**config.mk**
```make
export PLATFORM = sky130hd
export DESIGN_NAME = ibex_ifetch
export DESIGN_NICKNAME = d
export VERILOG_FILES = /design/src/rtl/ibex_ifetch.sv
export SDC_FILE = /design/constraint.sdc
export NUM_CORES = 1
export LEC_CHECK = 0
export ABC_AREA = 1
export CAP_MARGIN = 20
export CORE_MARGIN = 8
export CORE_UTILIZATION = 54
export DETAILED_ROUTE_END_ITERATION = 12
export GPL_ROUTABILITY_DRIVEN = 0
export PLACE_DENSITY = 0.85
export SETUP_SLACK_MARGIN = 0.1
export SLEW_MARGIN = 10
export SYNTH_ARGS = -nofsm -noshare
export SYNTH_HDL_FRONTEND = slang
export SYNTH_SLANG_ARGS = --single-unit
```
**constraint.sdc**
```tcl
create_clock -name clk -period 7.8 [get_ports clk]
set_input_delay 1.17 -clock clk [delete_from_list [all_inputs] [get_ports clk]]
set_output_delay 1.17 -clock clk [all_outputs]
set_load 0.02 [all_outputs]
```
**src/rtl/ibex_ifetch.sv**
```systemverilog
// Instruction fetch stage: issues word fetches to the instruction SRAM, buffers
// returned words with their PCs, and hands them to ID over valid/ready.
module ibex_ifetch #(
  parameter logic [31:0] BOOT_ADDR  = 32'h0000_0080,
  parameter int unsigned FIFO_DEPTH = 2
) (
  input  logic        clk,
  input  logic        rst,
  input  logic        fetch_en,
  input  logic        redirect,
  input  logic [31:0] redirect_pc,
  output logic        sram_req,
  input  logic        sram_gnt,
  input  logic        sram_rvalid,
  output logic [9:0]  sram_addr,
  input  logic [31:0] sram_rdata,
  output logic        instr_valid,
  input  logic        instr_ready,
  output logic [31:0] instr_rdata,
  output logic [31:0] instr_pc,
  output logic        busy
);

  localparam int unsigned PW   = 3;
  localparam int unsigned CW   = 4;
  localparam int unsigned MAXD = 8;

  typedef enum logic {IDLE, REQ} state_e;

  state_e      state_q, state_d;
  logic [31:0] req_pc_q, req_pc_d;
  logic [31:0] pend_pc_q, pend_pc_d;
  logic [31:0] tgt_pc_q, tgt_pc_d;
  logic        pend_q, pend_d;
  logic        drop_q, drop_d;
  logic        tgt_vld_q, tgt_vld_d;
  logic [PW-1:0] rd_ptr_q, rd_ptr_d;
  logic [PW-1:0] wr_ptr_q, wr_ptr_d;
  logic [CW-1:0] count_q, count_d;
  logic [31:0] fifo_pc_q  [MAXD];
  logic [31:0] fifo_ins_q [MAXD];

  logic        grant, resp, push, pop;
  logic [31:0] tgt;

  function automatic logic [PW-1:0] ptr_inc(input logic [PW-1:0] p);
    if (int'(p) == int'(FIFO_DEPTH) - 1) return '0;
    return p + 1'b1;
  endfunction

  assign sram_req    = (state_q == REQ);
  assign sram_addr   = req_pc_q[11:2];
  assign instr_valid = (count_q != '0);
  assign instr_rdata = instr_valid ? fifo_ins_q[rd_ptr_q] : '0;
  assign instr_pc    = instr_valid ? fifo_pc_q[rd_ptr_q]  : '0;
  assign busy        = sram_req || pend_q || instr_valid;

  always_comb begin
    grant     = (state_q == REQ) && sram_gnt;
    resp      = sram_rvalid && pend_q;
    push      = resp && !drop_q && !redirect;
    pop       = instr_valid && instr_ready && !redirect;
    tgt       = redirect_pc & ~32'h3;
    state_d   = state_q;
    req_pc_d  = req_pc_q;
    pend_pc_d = pend_pc_q;
    tgt_pc_d  = tgt_pc_q;
    pend_d    = pend_q;
    drop_d    = drop_q;
    tgt_vld_d = tgt_vld_q;
    rd_ptr_d  = rd_ptr_q;
    wr_ptr_d  = wr_ptr_q;
    count_d   = count_q;

    if (redirect) begin
      count_d  = '0;
      rd_ptr_d = '0;
      wr_ptr_d = '0;
    end else begin
      if (push) wr_ptr_d = ptr_inc(wr_ptr_q);
      if (pop)  rd_ptr_d = ptr_inc(rd_ptr_q);
      count_d = count_q + CW'(push) - CW'(pop);
    end

    if (resp) begin
      pend_d = 1'b0;
      drop_d = 1'b0;
    end
    if (redirect && pend_q && !resp) drop_d = 1'b1;

    // An ungranted request must keep its address, so the target waits in tgt_pc.
    if (redirect) begin
      if ((state_q == REQ) && !grant) begin
        tgt_vld_d = 1'b1;
        tgt_pc_d  = tgt;
      end else begin
        req_pc_d = tgt;
      end
    end

    if (grant) begin
      pend_d    = 1'b1;
      pend_pc_d = req_pc_q;
      tgt_vld_d = 1'b0;
      if (redirect || tgt_vld_q) drop_d = 1'b1;
      if (!redirect) req_pc_d = tgt_vld_q ? tgt_pc_q : req_pc_q + 32'd4;
    end

    case (state_q)
      IDLE: begin
        if (fetch_en && !redirect &&
            (int'(count_q) + int'(pend_q) < int'(FIFO_DEPTH)))
          state_d = REQ;
      end
      REQ: begin
        // The just-granted word holds one slot; keep requesting only if another is free.
        if (grant)
          state_d = (fetch_en && !redirect && !tgt_vld_q &&
                     (int'(count_d) + 1 < int'(FIFO_DEPTH))) ? REQ : IDLE;
      end
      default: state_d = IDLE;
    endcase
  end

  always_ff @(posedge clk or posedge rst) begin
    if (rst) begin
      state_q   <= IDLE;
      req_pc_q  <= BOOT_ADDR & ~32'h3;
      pend_q    <= 1'b0;
      drop_q    <= 1'b0;
      tgt_vld_q <= 1'b0;
      rd_ptr_q  <= '0;
      wr_ptr_q  <= '0;
      count_q   <= '0;
    end else begin
      state_q   <= state_d;
      req_pc_q  <= req_pc_d;
      pend_q    <= pend_d;
      drop_q    <= drop_d;
      tgt_vld_q <= tgt_vld_d;
      rd_ptr_q  <= rd_ptr_d;
      wr_ptr_q  <= wr_ptr_d;
      count_q   <= count_d;
    end
  end

  always_ff @(posedge clk) begin
    pend_pc_q <= pend_pc_d;
    tgt_pc_q  <= tgt_pc_d;
    if (push) begin
      fifo_pc_q[wr_ptr_q]  <= pend_pc_q;
      fifo_ins_q[wr_ptr_q] <= sram_rdata;
    end
  end

endmodule

```
==> flow_summary_export.csv <==
group,metric,value,unit
outcome,status,"completed",
timing,rsz0062_at_grt,"false",
critical_path,path_cells,"inv_6 -> buf_4 -> nand3_1 -> o211ai_1 -> o21ai_0 -> a21oi_1 -> clkdlybuf4s50_1",
power_and_ir_drop,powerDensity,321,nW/um^2
grt,grt_first_pass_wirelength,94100,um
grt,gr-usage-all-layers,22.1,%
placement,place_area,27300,sq um
clock_tree,clk_latency,640,ps
critical_path,critPathKind,"flop to primary output",
drt,wire_per_inst,21.7,um
critical_path,cp_max_fo,139,
power_and_ir_drop,p_leak,0.0100,uW
drt,wl,62000,um
synthesis,synth_ff_type,"edfxtp_1",
critical_path,rr_endpoint,"sram_req",
synthesis,synth-edff-count,574,
layout,final_common_cell,"edfxtp_1",
critical_path,cp_data_required_time,6630,ps
synthesis,synth_seq_cells,620,
drt,avgViaCountPerCell,6.11,
floorplanning,die_w,234,um
layout,drive_above_1_share,7.07,%
critical_path,crit_arrival,4500,ps
drt,drt-initial-drc-count,2316,
synthesis,yosysWarnings,0,
critical_path,rrSetupSlack,4000,ps
layout,syn_to_final_growth,15.3,%
grt,grt_pass1_vias,17200,
critical_path,max_stage_delay,830,ps
drt,antenna_left,0,
timing,clock.fmax,176,MHz
clock_tree,clk_path_buf_depth,3,
power_and_ir_drop,worst_ir_drop_vdd,0.222,mV
floorplanning,core,46700,sq um
floorplanning,die_h,234,um
critical_path,cp-start-kind,"flop",
critical_path,rr_startpoint,"count_q[2]",
synthesis,netlist_instances,2104,
timing,setup_tns,0,ps
placement,io_buffers,145,
worst_hold_path,worstHoldStart,"req_pc_q[31]",
synthesis,synth_area_leaders,"edfxtp_1 (67%), dfrtp_1 (4.4%), nor2_1 (4.0%)",
layout,nFillCells,3236,
synthesis,synth_seq_area_share,72.0,%
floorplanning,io_pins,148,
synthesis,synth_top_area_share,67.5,%
layout,final_nets,2279,
job,drv_cap,0,
timing,clock_skew,24.2,ps
timing,finalCritPeriodShare,72.7,%
grt,grt_antenna_before_repair,1,
timing,finalHoldViolations,0,
synthesis,synth_area,25600,sq um
worst_hold_path,worstHoldEndpoint,"pend_pc_q[31]",
worst_hold_path,hold_path.class,"flop to flop",
grt,grt_remaining_overflow,0,
clock_tree,cts.sinks,620,
timing,tightest_slew,1160,ps
floorplanning,num_rows,79,
synthesis,synth_fp_nets,2186,
floorplanning,start_util,54.8,%
timing,slew_viol_final,0,
timing,setup_viol,0,
synthesis,ys_types,41,
critical_path,cp_slowest_cell,"inv_6",
layout,stdcell_area,29500,sq um
synthesis,ys_async_sr_fraction,7.42,%
layout,mostFrequentLayoutCells,"edfxtp_1 (574), nor2_1 (267), nand2_1 (238)",
clock_tree,post_cts_resized,0,
critical_path,end_kind,"primary output",
grt,grt_max_degree,246,
clock_tree,htreeDepth,2,
clock_tree,clkSlewWorstSetupHoldPaths,60,ps
timing,min_period,5670,ps
critical_path,r2r_cells,16,
clock_tree,tritoncts,"done",
clock_tree,cts.hold.buffers_added,0,
floorplanning,dieArea,54500,sq um
clock_tree,post_cts_buffers,0,
synthesis,avgSynthCellArea,12.1,sq um
placement,hpwl,33300,um
drt,first_pass_iters,6,
clock_tree,cts_buffers,59,
clock_tree,cts_root_buffer,"clkbuf_16",
drt,drc,0,
drt,routed-via-count,17500,
timing,relSlewSlack,22.8,%
synthesis,yosysTopAreaCell,"edfxtp_1",
worst_hold_path,min_path_cells,0,
## power breakdown
part           internal, uW  leakage (uW)  switching, uW  total, uW
Combinational           798       0.00327           1480       2270
Sequential             3860       0.00573            269       4130
Clock                  1810       0.00102           1250       3060
Total                  6460        0.0100           3000       9460
## metrics by stage
step                      total power [uW]  setup WS (ps)  hold WS (ps)  util [%]  cells
after floorplan                       5480           1200           425         -   2104
after global placement                6360           2970           461      58.6   2740
after detailed placement              6420           2930           480      58.6   2741
after CTS                             9450           2220           497      63.0   2853
after global routing                  9810           1920           497      63.2   2856
final                                 9460           2130           496      63.2   2856
## worst max path at each step
stage / depth (start not counted) / end / slack [ps] / startpoint
global route: 7 / instr_pc[26] / 1920 / rd_ptr_q[0]
detailed placement: 7 / instr_pc[29] / 2930 / rd_ptr_q[0]
finish: 7 / instr_pc[26] / 2130 / rd_ptr_q[0]
floorplan: 4 / fifo_ins_q[6][0] / 1200 / sram_rvalid
global placement: 7 / instr_pc[29] / 2970 / rd_ptr_q[0]
CTS: 7 / instr_pc[1] / 2220 / rd_ptr_q[0]
## registers in the layout (all words and copies together) (netlist names)
name,flops
req_pc_q,32
pend_q,1
wr_ptr_q,3
tgt_pc_q,30
count_q,4
rd_ptr_q,3
fifo_ins_q,256
tgt_vld_q,1
sram_req,1
drop_q,1
fifo_pc_q,256
pend_pc_q,32
## Yosys cell counts (all sizes together), types with 2 or more instances
library cell,instances
nor3,8
o2111a,4
a31oi,60
nand4,4
nor2,280
xor2,8
edfxtp,574
and3,2
nor4,2
nand3,190
a211oi,20
mux2i,4
clkbuf,40
nand2,245
dfrtp,45
ha,10
nand3b,2
o211ai,26
inv,94
o21ai,222
o22ai,30
buf,100
a21oi,127
## critical path: cells and delay by family (launching register included)
family          cells  cell delay [ps]
compound gates      3              730
simple gates        1              150
flops               1              730
buf+inv             3             2190
## layout make-up
cell class	instances	area (sq um)	share of cell area, %
diodes	1	2.50	0.00849
clock buffers	69	1520	5.17
clock inverters	43	561	1.90
inverters	95	364	1.24
multi-input cells	1249	6140	20.8
flip-flops and latches	620	18400	62.4
well taps	607	759	2.58
repair buffers	172	1710	5.81
## metal layers
| layer | wire [um] | vias up | GRT usage (%) |
|---|---|---|---|
| met2 | 29900 | 1058 | 36.4 |
| met5 | 0 | - | 0 |
| met1 | 23400 | 8419 | 28.9 |
| li1 | - | 7817 | - |
| met3 | 6610 | 168 | 4.45 |
| met4 | 2080 | 0 | 8.55 |
## logic make-up (layout without fill, tap and decap cells)
family | count (synthesis) | after routing | synth area share [%]
AND/OR/NAND/NOR | 733 | 733 | 12.1
flip-flops | 620 | 620 | 72.0
AO/OA/AOI/OAI | 492 | 492 | 10.7
buffers and inverters | 235 | 379 | 4.23
adder cells (fa/ha/maj) | 11 | 11 | 0.568
XOR/XNOR | 9 | 9 | 0.308
multiplexers | 4 | 4 | 0.157
other | 0 | 1 | 0
Power figures use the tool's default switching activity.
